--- src/rtl/wb_pkg.sv ---
// rtl/wb_pkg.sv - shared Wishbone widths, access-size enum and alignment helper
// Contents:
//   WB_ADDR_W / WB_DATA_W / WB_SEL_W  bus widths
//   size_t                            access size: BYTE=00, HALF=01, WORD=10, 11 reserved
//   is_illegal()                      1 for reserved size or a misaligned address offset
package wb_pkg;

  localparam int WB_ADDR_W = 32;
  localparam int WB_DATA_W = 32;
  localparam int WB_SEL_W  = 4;

  typedef enum logic [1:0] {
    SIZE_BYTE = 2'b00,
    SIZE_HALF = 2'b01,
    SIZE_WORD = 2'b10,
    SIZE_RSVD = 2'b11
  } size_t;

  function automatic logic is_illegal(input size_t size, input logic [1:0] offset);
    case (size)
      SIZE_BYTE: return 1'b0;
      SIZE_HALF: return offset[0];
      SIZE_WORD: return (offset != 2'b00);
      default:   return 1'b1;
    endcase
  endfunction

endpackage

--- src/rtl/wb_bus.sv ---
// rtl/wb_bus.sv - Wishbone classic bus signal bundle
// Signals: addr, wdata, we, stb, cyc, sel (initiator to target); rdata, ack, err (target to initiator)
// Modports: master (initiator view), slave (target view)
interface wb_bus;

  logic [wb_pkg::WB_ADDR_W-1:0] addr;
  logic [wb_pkg::WB_DATA_W-1:0] wdata;
  logic [wb_pkg::WB_DATA_W-1:0] rdata;
  logic [wb_pkg::WB_SEL_W-1:0]  sel;
  logic                         we;
  logic                         stb;
  logic                         cyc;
  logic                         ack;
  logic                         err;

  modport master (
    output addr, wdata, we, stb, cyc, sel,
    input  rdata, ack, err
  );

  modport slave (
    input  addr, wdata, we, stb, cyc, sel,
    output rdata, ack, err
  );

endinterface

--- src/rtl/wb_lane_align.sv ---
// rtl/wb_lane_align.sv - byte-lane select, store-data replication and load-data extraction
// Ports (all combinational):
//   size, offset, is_signed   access size, address[1:0], sign-extend loads
//   wdata_in -> wdata_out     right-aligned store data replicated across the lanes
//   rdata_in -> rdata_out     bus read data shifted down, masked and extended
//   sel                       byte-lane enables
// A reserved size yields all-zero outputs.
module wb_lane_align
  import wb_pkg::*;
(
  input  size_t       size,
  input  logic [1:0]  offset,
  input  logic        is_signed,
  input  logic [31:0] wdata_in,
  input  logic [31:0] rdata_in,
  output logic [3:0]  sel,
  output logic [31:0] wdata_out,
  output logic [31:0] rdata_out
);

  logic [31:0] shifted;

  always_comb begin
    shifted   = rdata_in >> {offset, 3'b000};
    sel       = 4'b0000;
    wdata_out = 32'h0;
    rdata_out = 32'h0;
    case (size)
      SIZE_BYTE: begin
        sel       = 4'b0001 << offset;
        wdata_out = {4{wdata_in[7:0]}};
        rdata_out = {{24{is_signed & shifted[7]}}, shifted[7:0]};
      end
      SIZE_HALF: begin
        sel       = 4'b0011 << offset;
        wdata_out = {2{wdata_in[15:0]}};
        rdata_out = {{16{is_signed & shifted[15]}}, shifted[15:0]};
      end
      SIZE_WORD: begin
        sel       = 4'b1111;
        wdata_out = wdata_in;
        rdata_out = shifted;
      end
      default: ;
    endcase
  end

endmodule

--- src/rtl/wb_master_port.sv ---
// rtl/wb_master_port.sv - single-outstanding load/store to Wishbone classic initiator
// Optional feature macro: WB_MASTER_TIMEOUT_EN (abort a bus cycle after TIMEOUT_CYCLES)
// Ports:
//   clk, reset_n                     clock, synchronous active-low reset
//   req_valid/req_ready              request handshake (accept on valid && ready)
//   req_we, req_addr, req_size,
//   req_signed, req_wdata            request fields, sampled only on the accept edge
//   rsp_valid, rsp_rdata, rsp_err    one-cycle registered response
//   bus                              Wishbone initiator modport
module wb_master_port
  import wb_pkg::*;
#(
  parameter int unsigned TIMEOUT_CYCLES = 255
) (
  input  logic        clk,
  input  logic        reset_n,
  input  logic        req_valid,
  output logic        req_ready,
  input  logic        req_we,
  input  logic [31:0] req_addr,
  input  logic [1:0]  req_size,
  input  logic        req_signed,
  input  logic [31:0] req_wdata,
  output logic        rsp_valid,
  output logic [31:0] rsp_rdata,
  output logic        rsp_err,
  wb_bus.master       bus
);

  typedef enum logic [1:0] {
    ST_IDLE = 2'b00,
    ST_BUS  = 2'b01,
    ST_RESP = 2'b10
  } state_t;

  state_t      state_q, state_d;
  logic        we_q, we_d;
  logic [1:0]  off_q, off_d;
  size_t       size_q, size_d;
  logic        signed_q, signed_d;
  logic        req_ready_q, req_ready_d;
  logic        cyc_q, cyc_d;
  logic        bus_we_q, bus_we_d;
  logic [31:0] bus_addr_q, bus_addr_d;
  logic [31:0] bus_wdata_q, bus_wdata_d;
  logic [3:0]  bus_sel_q, bus_sel_d;
  logic        rsp_valid_q, rsp_valid_d;
  logic        rsp_err_q, rsp_err_d;
  logic [31:0] rsp_rdata_q, rsp_rdata_d;
`ifdef WB_MASTER_TIMEOUT_EN
  logic [31:0] cnt_q, cnt_d;
`endif

  // One aligner serves both directions: in IDLE it sees the incoming request
  // (sel/wdata are captured on accept), elsewhere it sees the latched access
  // so the read path extracts from bus.rdata at termination.
  size_t       al_size;
  logic [1:0]  al_off;
  logic [3:0]  al_sel;
  logic [31:0] al_wdata;
  logic [31:0] al_rdata;

  assign al_size = (state_q == ST_IDLE) ? size_t'(req_size) : size_q;
  assign al_off  = (state_q == ST_IDLE) ? req_addr[1:0]     : off_q;

  wb_lane_align u_align (
    .size      (al_size),
    .offset    (al_off),
    .is_signed (signed_q),
    .wdata_in  (req_wdata),
    .rdata_in  (bus.rdata),
    .sel       (al_sel),
    .wdata_out (al_wdata),
    .rdata_out (al_rdata)
  );

  always_comb begin
    state_d     = state_q;
    we_d        = we_q;
    off_d       = off_q;
    size_d      = size_q;
    signed_d    = signed_q;
    cyc_d       = cyc_q;
    bus_we_d    = bus_we_q;
    bus_addr_d  = bus_addr_q;
    bus_wdata_d = bus_wdata_q;
    bus_sel_d   = bus_sel_q;
    rsp_valid_d = 1'b0;
    rsp_err_d   = 1'b0;
    rsp_rdata_d = 32'h0;
`ifdef WB_MASTER_TIMEOUT_EN
    cnt_d       = cnt_q;
`endif

    case (state_q)
      ST_IDLE: begin
        if (req_valid && req_ready_q) begin
          we_d     = req_we;
          off_d    = req_addr[1:0];
          size_d   = size_t'(req_size);
          signed_d = req_signed;
          if (is_illegal(size_t'(req_size), req_addr[1:0])) begin
            state_d     = ST_RESP;
            rsp_valid_d = 1'b1;
            rsp_err_d   = 1'b1;
          end else begin
            state_d     = ST_BUS;
            cyc_d       = 1'b1;
            bus_we_d    = req_we;
            bus_addr_d  = {req_addr[31:2], 2'b00};
            bus_wdata_d = al_wdata;
            bus_sel_d   = al_sel;
`ifdef WB_MASTER_TIMEOUT_EN
            cnt_d       = 32'h0;
`endif
          end
        end
      end

      ST_BUS: begin
        if (bus.ack || bus.err) begin
          // err wins when both are asserted together
          state_d     = ST_RESP;
          cyc_d       = 1'b0;
          bus_we_d    = 1'b0;
          rsp_valid_d = 1'b1;
          rsp_err_d   = bus.err;
          if (!bus.err && !we_q) begin
            rsp_rdata_d = al_rdata;
          end
        end
`ifdef WB_MASTER_TIMEOUT_EN
        else if ((TIMEOUT_CYCLES != 0) && (cnt_q == TIMEOUT_CYCLES - 1)) begin
          state_d     = ST_RESP;
          cyc_d       = 1'b0;
          bus_we_d    = 1'b0;
          rsp_valid_d = 1'b1;
          rsp_err_d   = 1'b1;
        end else begin
          cnt_d = cnt_q + 32'd1;
        end
`endif
      end

      ST_RESP: begin
        state_d = ST_IDLE;
      end

      default: begin
        state_d = ST_IDLE;
        cyc_d   = 1'b0;
      end
    endcase

    req_ready_d = (state_d == ST_IDLE);
  end

  always_ff @(posedge clk) begin
    if (!reset_n) begin
      state_q     <= ST_IDLE;
      we_q        <= 1'b0;
      off_q       <= 2'b00;
      size_q      <= SIZE_BYTE;
      signed_q    <= 1'b0;
      req_ready_q <= 1'b0;
      cyc_q       <= 1'b0;
      bus_we_q    <= 1'b0;
      bus_addr_q  <= 32'h0;
      bus_wdata_q <= 32'h0;
      bus_sel_q   <= 4'b0000;
      rsp_valid_q <= 1'b0;
      rsp_err_q   <= 1'b0;
      rsp_rdata_q <= 32'h0;
`ifdef WB_MASTER_TIMEOUT_EN
      cnt_q       <= 32'h0;
`endif
    end else begin
      state_q     <= state_d;
      we_q        <= we_d;
      off_q       <= off_d;
      size_q      <= size_d;
      signed_q    <= signed_d;
      req_ready_q <= req_ready_d;
      cyc_q       <= cyc_d;
      bus_we_q    <= bus_we_d;
      bus_addr_q  <= bus_addr_d;
      bus_wdata_q <= bus_wdata_d;
      bus_sel_q   <= bus_sel_d;
      rsp_valid_q <= rsp_valid_d;
      rsp_err_q   <= rsp_err_d;
      rsp_rdata_q <= rsp_rdata_d;
`ifdef WB_MASTER_TIMEOUT_EN
      cnt_q       <= cnt_d;
`endif
    end
  end

  assign req_ready = req_ready_q;
  assign rsp_valid = rsp_valid_q;
  assign rsp_err   = rsp_err_q;
  assign rsp_rdata = rsp_rdata_q;

  assign bus.cyc   = cyc_q;
  assign bus.stb   = cyc_q;
  assign bus.we    = bus_we_q;
  assign bus.addr  = bus_addr_q;
  assign bus.wdata = bus_wdata_q;
  assign bus.sel   = bus_sel_q;

endmodule

--- src/flat_wrapper.sv ---
// flat-port wrapper written by rule: the top's interface ports become plain ports
module wb_master_port_flat import wb_pkg::*;
#(
  parameter int unsigned TIMEOUT_CYCLES = 255
)
  (clk, reset_n, req_valid, req_ready, req_we, req_addr, req_size, req_signed, req_wdata, rsp_valid, rsp_rdata, rsp_err, bus_addr, bus_wdata, bus_we, bus_stb, bus_cyc, bus_sel, bus_rdata, bus_ack, bus_err);
  wb_bus bus_i ();
  input  logic clk;
  input  logic reset_n;
  input  logic req_valid;
  output logic req_ready;
  input  logic req_we;
  input  logic [31:0] req_addr;
  input  logic [1:0] req_size;
  input  logic req_signed;
  input  logic [31:0] req_wdata;
  output logic rsp_valid;
  output logic [31:0] rsp_rdata;
  output logic rsp_err;
  output wire logic [$bits(bus_i.addr)-1:0] bus_addr;
  output wire logic [$bits(bus_i.wdata)-1:0] bus_wdata;
  output wire logic [$bits(bus_i.we)-1:0] bus_we;
  output wire logic [$bits(bus_i.stb)-1:0] bus_stb;
  output wire logic [$bits(bus_i.cyc)-1:0] bus_cyc;
  output wire logic [$bits(bus_i.sel)-1:0] bus_sel;
  input wire logic [$bits(bus_i.rdata)-1:0] bus_rdata;
  input wire logic [$bits(bus_i.ack)-1:0] bus_ack;
  input wire logic [$bits(bus_i.err)-1:0] bus_err;
  assign bus_addr = bus_i.addr;
  assign bus_wdata = bus_i.wdata;
  assign bus_we = bus_i.we;
  assign bus_stb = bus_i.stb;
  assign bus_cyc = bus_i.cyc;
  assign bus_sel = bus_i.sel;
  assign bus_i.rdata = bus_rdata;
  assign bus_i.ack = bus_ack;
  assign bus_i.err = bus_err;
  wb_master_port #(.TIMEOUT_CYCLES(TIMEOUT_CYCLES)) u_core (.clk(clk), .reset_n(reset_n), .req_valid(req_valid), .req_ready(req_ready), .req_we(req_we), .req_addr(req_addr), .req_size(req_size), .req_signed(req_signed), .req_wdata(req_wdata), .rsp_valid(rsp_valid), .rsp_rdata(rsp_rdata), .rsp_err(rsp_err), .bus(bus_i));
endmodule
--- config.mk ---
export PLATFORM = sky130hd
export DESIGN_NAME = wb_master_port_flat
export DESIGN_NICKNAME = d
export VERILOG_FILES = /design/src/rtl/wb_pkg.sv /design/src/rtl/wb_bus.sv /design/src/rtl/wb_lane_align.sv /design/src/rtl/wb_master_port.sv /design/src/flat_wrapper.sv
export SDC_FILE = /design/constraint.sdc
export NUM_CORES = 1
export LEC_CHECK = 0
export ABC_CLOCK_PERIOD_IN_PS = 2600
export CAP_MARGIN = 20
export CORE_UTILIZATION = 50
export CTS_CLUSTER_DIAMETER = 30
export DETAILED_ROUTE_END_ITERATION = 16
export DONT_BUFFER_PORTS = 1
export PLACE_DENSITY = 0.73
export SYNTH_ARGS = -nofsm -noshare
export SYNTH_HDL_FRONTEND = slang
export SYNTH_SLANG_ARGS = --single-unit
--- constraint.sdc ---
create_clock -name clk -period 2.6 [get_ports clk]
set_input_delay 0.39 -clock clk [delete_from_list [all_inputs] [get_ports clk]]
set_output_delay 0.39 -clock clk [all_outputs]
set_load 0.05 [all_outputs]
==> flow_metrics.env, run 1 <==
export IMPL_tightest_slew_ns=0.750
export IMPL_track_usage=0.254
export IMPL_globalplace_congestion=0.936
export IMPL_crit_required_ns=2.87
export IMPL_dr_pass1_iters=4
export IMPL_cts_resized=0
export IMPL_power_frac_clock=0.348
export IMPL_syn_avg_cell_area_sq_um=8.85
export IMPL_power_density_mw_per_mm2=711
export IMPL_cpPeakStageDelay_ns=0.42
export IMPL_synth_area_sq_mm=0.00472
export IMPL_num_io_pins=211
export IMPL_vias=3900
export IMPL_hold_class="in2reg"
export IMPL_ant_nets=0
export IMPL_fin_worst_skew_ns=0.0117
export IMPL_p_sw_w=0.00104
export IMPL_rsz0062_at_grt="no"
export IMPL_die_area_sq_mm=0.00983
export IMPL_dpl_hpwl_microns=8820
export IMPL_path_buf_inv=1
export IMPL_hold_worst_slack_ns=0.134
export IMPL_setup_viol=0
export IMPL_cts_root_buf="clkbuf_8"
export IMPL_worstSetupStartpointType="flop"
export IMPL_seq_area_frac_synth=0.471
export IMPL_tritoncts="yes"
export IMPL_ys_seq_elements=111
export IMPL_mostFrequentLayoutCell="dfxtp_1"
export IMPL_n_antenna_cell=0
export IMPL_status="complete, no violations"
export IMPL_cts_sinks=111
export IMPL_grt_pass1_wl_microns=19400
export IMPL_internal_power_w=0.00255
export IMPL_fin_crit_ns=2.24
export IMPL_worstPathCellList="nor2_4, mux2i_2, buf_4, mux2_2, a221oi_1, nor2_1"
export IMPL_cp_top_family="multiplexers"
export IMPL_crit_arrival_ns=2.51
export IMPL_grt_antenna_before_repair=0
export IMPL_endpoint_kind="flop"
export IMPL_dp_slack_ns=0.377
export IMPL_pwr_share_comb=0.109
export IMPL_fin_ws_ns=0.360
export IMPL_grt_max_degree=67
export IMPL_area_delta_synth_final_pct=7.21
export IMPL_hold_buffers=0
export IMPL_cts_max_path_buffers=2
export IMPL_p_seq_frac=0.544
export IMPL_port_buffers=0
export IMPL_clock_latency_ns=0.37
export IMPL_ys_flop_type="dfxtp_1"
export IMPL_async_flop_share=0
export IMPL_num_rows=35
export IMPL_clk_pin_slew_ns=0.11
export IMPL_core_region_area_sq_mm=0.00920
export IMPL_slew_viol_final=0
export IMPL_drcViolationCount=0
export IMPL_relSlewSlack=0.497
export IMPL_synth_enable_flop_cells=0
export IMPL_viasPerCell=6.16
export IMPL_finalCritPeriodShare=0.861
export IMPL_cts_buffers_inserted=9
export IMPL_die_w_microns=99.1
export IMPL_fin_tns_setup_ns=0
export IMPL_first_iter_violations=177
export IMPL_start_util=0.513
export IMPL_critical_path_class="reg2reg"
export IMPL_syn_inst=533
export IMPL_p_sw_frac=0.289
export IMPL_final_cell_mix="dfxtp_1, nand2_1, a21oi_1"
export IMPL_yosysWarnings=0
export IMPL_routed_wl_microns=12500
export IMPL_p_leak_nw=1.74
export IMPL_fin_nets=622
export IMPL_grt_pass1_vias=3701
export IMPL_synth_cell_types=51
export IMPL_drive_gt1_frac=0.155
export IMPL_ctsHtreeMaxLevel=3
export IMPL_grt_ovfl_total=0
export IMPL_peakVddDrop_mv=0.351
export IMPL_wire_per_inst_microns=19.7
export IMPL_die_height_microns=99.1
export IMPL_final_hold_viol_count=0
export IMPL_crit_path_max_fanout=19
export IMPL_postCtsSetupBuffers=0
export IMPL_max_freq_mhz=446
export IMPL_critPathSlowestCell="dfxtp_1"
export IMPL_drv_cap=0
[worst paths after layout]
check,start,endpoint,slack [ns],cells past startpoint
worst max-delay path,u_core.state_q[0]$_SDFF_PN0_,u_core.bus.wdata[26]$_SDFFE_PN0P_,0.36,6
worst min-delay path,req_addr[19],u_core.bus.addr[19]$_SDFFE_PN0P_,0.13,2
worst max register to register,u_core.state_q[0]$_SDFF_PN0_,u_core.bus.wdata[26]$_SDFFE_PN0P_,0.36,6
worst min register to register,u_core.we_q$_SDFFE_PN0P_,u_core.we_q$_SDFFE_PN0P_,0.47,2
[layout make-up]
cell class,instances,area (sq um)
clock buffer,9,124
multi-input combinational,378,2300
clock inverter,7,124
fill,839,4140
tap,111,139
sequential,111,2220
inverter,2,7.51
timing repair buffer,15,138
[power by group through the flow]
stage	combinational [W]	sequential, W	clock (W)
2_1_floorplan	0.000308	0.00199	0
3_3_place_gp	0.000374	0.00199	0
3_5_place_dp	0.000386	0.00199	0
4_1_cts	0.000389	0.00195	0.00128
5_1_grt	0.000431	0.00196	0.00136
6_report	0.000390	0.00195	0.00125
[flip-flops by register name, indices dropped and copies added, names as in the netlist]
signal	flops
u_core.size_q	2
u_core.bus.we	1
u_core.state_q	2
u_core.req_ready	1
u_core.bus.addr	30
u_core.we_q	1
u_core.bus.wdata	32
u_core.rsp_err	1
u_core.bus.sel	4
u_core.rsp_rdata	32
u_core.signed_q	1
u_core.rsp_valid	1
u_core.bus.cyc	1
u_core.off_q	2
[layer usage]
metal  global-route usage  wire length, microns  vias to the layer above
met5                    0                     0                        -
met4               0.0973                   338                        0
met3               0.0907                  1050                       28
met2                0.419                  6080                      157
met1                0.304                  4980                     1868
li1                     -                     -                     1847
[synth_stat cells (all sizes together) (3+ instances only)]
master,number,share of area
a22oi,7,0.011
a221oi,24,0.045
nor2,45,0.037
a21oi,54,0.058
nor3,12,0.014
buf,16,0.026
a211oi,9,0.017
nand2b,5,0.0066
a31oi,19,0.038
clkbuf,27,0.021
o22ai,7,0.011
o21ai,23,0.025
dfxtp,111,0.47
mux2i,12,0.025
nand2,110,0.088
mux2,24,0.058
and2,3,0.0040
[through the flow]
step | instances | cell area [sq um] | util | power (W)
floorplan | 534 | 4720 | - | 0.00229
global placement | 617 | 4810 | 0.523 | 0.00237
detailed placement | 617 | 4810 | 0.523 | 0.00238
CTS | 633 | 5060 | 0.550 | 0.00362
global route | 633 | 5060 | 0.550 | 0.00375
finish | 633 | 5060 | 0.550 | 0.00359
[cell families (layout without fill, tap and decap cells)]
logic type / count (synthesis) / count (layout) / synth area share
and+or+nand+nor: 186 / 186 / 0.168
AOI/OAI and AO/OA: 153 / 153 / 0.226
DFF: 111 / 111 / 0.471
buffers and inverters: 45 / 33 / 0.0488
muxes: 36 / 36 / 0.0835
other: 1 / 2 / 0.000795
xor gates and xnor gates: 1 / 1 / 0.00186
Note: power is estimated with default switching activity, not from simulation.
==> run 2, diff against run 1 <==
==> constraint.sdc (replaced) <==
create_clock -name clk -period 2.6 [get_ports clk]
set_input_delay 0.26 -clock clk [delete_from_list [all_inputs] [get_ports clk]]
set_output_delay 0.26 -clock clk [all_outputs]
set_load 0.05 [all_outputs]
==> run 2 against run 1 <==
Effect of this change: critical path depth up 1; power down 5.4%; sequential share of layout area up 0.054 points; first-iteration DRC count down 2.3%; non-clock buffer count up 6; register-to-register slack better by 0.04 ns; clock-buffer cell count up 2; combinational power about the same; worst setup slack better by 0.037 ns; clock skew up 0.0019 ns; critical endpoint is now u_core.bus.addr[25]$_SDFFE_PN0P_.
==> flow_metrics.env, run 2 (synthesized netlist as in run 1, its figures left out) <==
export IMPL_wire_per_inst_microns=19.3
export IMPL_endpoint_kind="flop"
export IMPL_track_usage=0.244
export IMPL_status="complete, no violations"
export IMPL_r2r_start="u_core.state_q[0]$_SDFF_PN0_"
export IMPL_hold_buffers=1
export IMPL_worstSetupStartpointType="flop"
export IMPL_area_delta_synth_final_pct=7.08
export IMPL_die_w_microns=99.1
export IMPL_r2r_end="u_core.bus.addr[25]$_SDFFE_PN0P_"
export IMPL_fin_crit_ns=2.20
export IMPL_timing_critical_path_mode_cell="buf_4"
export IMPL_place_inst=619
export IMPL_whs_endpoint="u_core.bus.addr[23]$_SDFFE_PN0P_"
export IMPL_die_area_sq_mm=0.00983
export IMPL_cts_resized=0
export IMPL_final_cell_mix="dfxtp_1, nand2_1, a21oi_1"
export IMPL_top_layer_used="met4"
export IMPL_fin_nets=628
export IMPL_drcViolationCount=0
export IMPL_setup_viol=0
export IMPL_routed_wl_microns=12300
export IMPL_drv_cap=0
export IMPL_postCtsSetupBuffers=0
export IMPL_final_hold_viol_count=0
export IMPL_tightest_slew_ns=0.741
export IMPL_start_util=0.513
export IMPL_mostFrequentLayoutCell="dfxtp_1"
export IMPL_layoutNonFillerInstCount=639
export IMPL_fin_worst_skew_ns=0.0136
export IMPL_cpPeakStageDelay_ns=0.54
export IMPL_critical_path_class="reg2reg"
export IMPL_num_io_pins=211
export IMPL_cts_max_path_buffers=2
export IMPL_vias=3890
export IMPL_rsz0062_at_grt="no"
export IMPL_ctsHtreeMaxLevel=3
export IMPL_critPathSlowestCell="dfxtp_1"
export IMPL_hold_class="in2reg"
export IMPL_path_buf_inv=2
export IMPL_grt_antenna_before_repair=0
export IMPL_cp_top_family="simple AND/OR/NAND/NOR gates"
export IMPL_num_rows=35
export IMPL_crit_path_max_fanout=32
export IMPL_port_buffers=0
export IMPL_power_density_mw_per_mm2=673
export IMPL_p_leak_nw=1.75
export IMPL_first_iter_violations=173
export IMPL_worstPathCellList="nor2_4, and2_1, nand2_2, buf_4, buf_4, nand2_1, a21oi_1"
export IMPL_cts_buffers_inserted=9
export IMPL_n_antenna_cell=0
export IMPL_rrSetupSlack_ns=0.40
export IMPL_grt_pass1_wl_microns=18800
export IMPL_globalplace_congestion=0.940
export IMPL_fin_tns_setup_ns=0
export IMPL_clk_pin_slew_ns=0.11
export IMPL_dr_pass1_iters=4
export IMPL_core_region_area_sq_mm=0.00920
export IMPL_cts_sinks=111
export IMPL_grt_max_degree=41
export IMPL_nFillCells=808
export IMPL_tritoncts="yes"
export IMPL_die_height_microns=99.1
export IMPL_holdCritStartpoint="req_addr[23]"
export IMPL_slew_viol_final=0
export IMPL_peakVddDrop_mv=0.346
export IMPL_clock_latency_ns=0.37
export IMPL_cts_root_buf="clkbuf_8"
export IMPL_grt_ovfl_total=0
export IMPL_wirelength_met1_microns=4970
export IMPL_crit_required_ns=2.89
export IMPL_r2r_cells=7
export IMPL_finalCritPeriodShare=0.847
export IMPL_hold_depth=2
export IMPL_grt_pass1_vias=3665
export IMPL_route_met3_wl_microns=1040
export IMPL_max_freq_mhz=454
export IMPL_dpl_hpwl_microns=8850
export IMPL_viasPerCell=6.09
export IMPL_wl_met2_microns=6020
export IMPL_relSlewSlack=0.503
export IMPL_crit_arrival_ns=2.50
export IMPL_drive_gt1_frac=0.153
export IMPL_ant_nets=0
==> run 2: cell types whose count changed in the layout (fill, tap and decap cells not counted) <==
cell / delta
inv_6: -3
clkinvlp_4: -1
clkbuf_1: +2
inv_8: +1
buf_12: -1
bufinv_16: -2
clkinv_4: +3
buf_4: +3
dlygate4sd3_1: +4
==> run 2: cell type report <==
type | instances | area, sq um | share of cell area
tap | 111 | 139 | 0.0275
inverter | 2 | 7.51 | 0.00149
clock inverter | 5 | 67.6 | 0.0134
timing repair buffer | 21 | 180 | 0.0357
sequential | 111 | 2220 | 0.440
clock buffer | 11 | 131 | 0.0260
multi-input combinational | 378 | 2300 | 0.456
==> run 2: layer usage <==
layer | track usage | vias up
li1 | - | 1855
met1 | 0.295 | 1848
met2 | 0.403 | 163
met3 | 0.0892 | 24
met4 | 0.0814 | 0
met5 | 0 | -
==> run 2: worst max-delay path by stage <==
stage,from,to,slack [ns],depth (start not counted)
floorplan,u_core.state_q[0]$_SDFF_PN0_,u_core.rsp_rdata[12]$_SDFF_PN0_,0.58,7
global placement,u_core.state_q[0]$_SDFF_PN0_,u_core.bus.wdata[26]$_SDFFE_PN0P_,0.49,6
detailed placement,u_core.state_q[0]$_SDFF_PN0_,u_core.bus.wdata[24]$_SDFFE_PN0P_,0.43,6
CTS,u_core.state_q[0]$_SDFF_PN0_,u_core.bus.wdata[24]$_SDFFE_PN0P_,0.40,6
global route,u_core.state_q[0]$_SDFF_PN0_,u_core.bus.wdata[29]$_SDFFE_PN0P_,0.24,6
finish,u_core.state_q[0]$_SDFF_PN0_,u_core.bus.addr[25]$_SDFFE_PN0P_,0.40,7
==> run 2: power by group <==
part	switching, W	internal, W
clock network	0.000594	0.000460
registers	0.000200	0.00175
logic	0.000238	0.000155
==> run 2: through the flow <==
stage | hold slack (ns) | area, sq um | setup WS, ns | utilization | total power (W)
after floorplan | 0.396 | 4720 | 0.581 | - | 0.00229
after CTS | 0.00184 | 5020 | 0.398 | 0.546 | 0.00342
after detailed placement | 0.403 | 4810 | 0.434 | 0.523 | 0.00238
after global placement | 0.398 | 4810 | 0.493 | 0.523 | 0.00237
after global routing | 0.00148 | 5050 | 0.239 | 0.549 | 0.00352
final | 0.0203 | 5050 | 0.397 | 0.549 | 0.00340
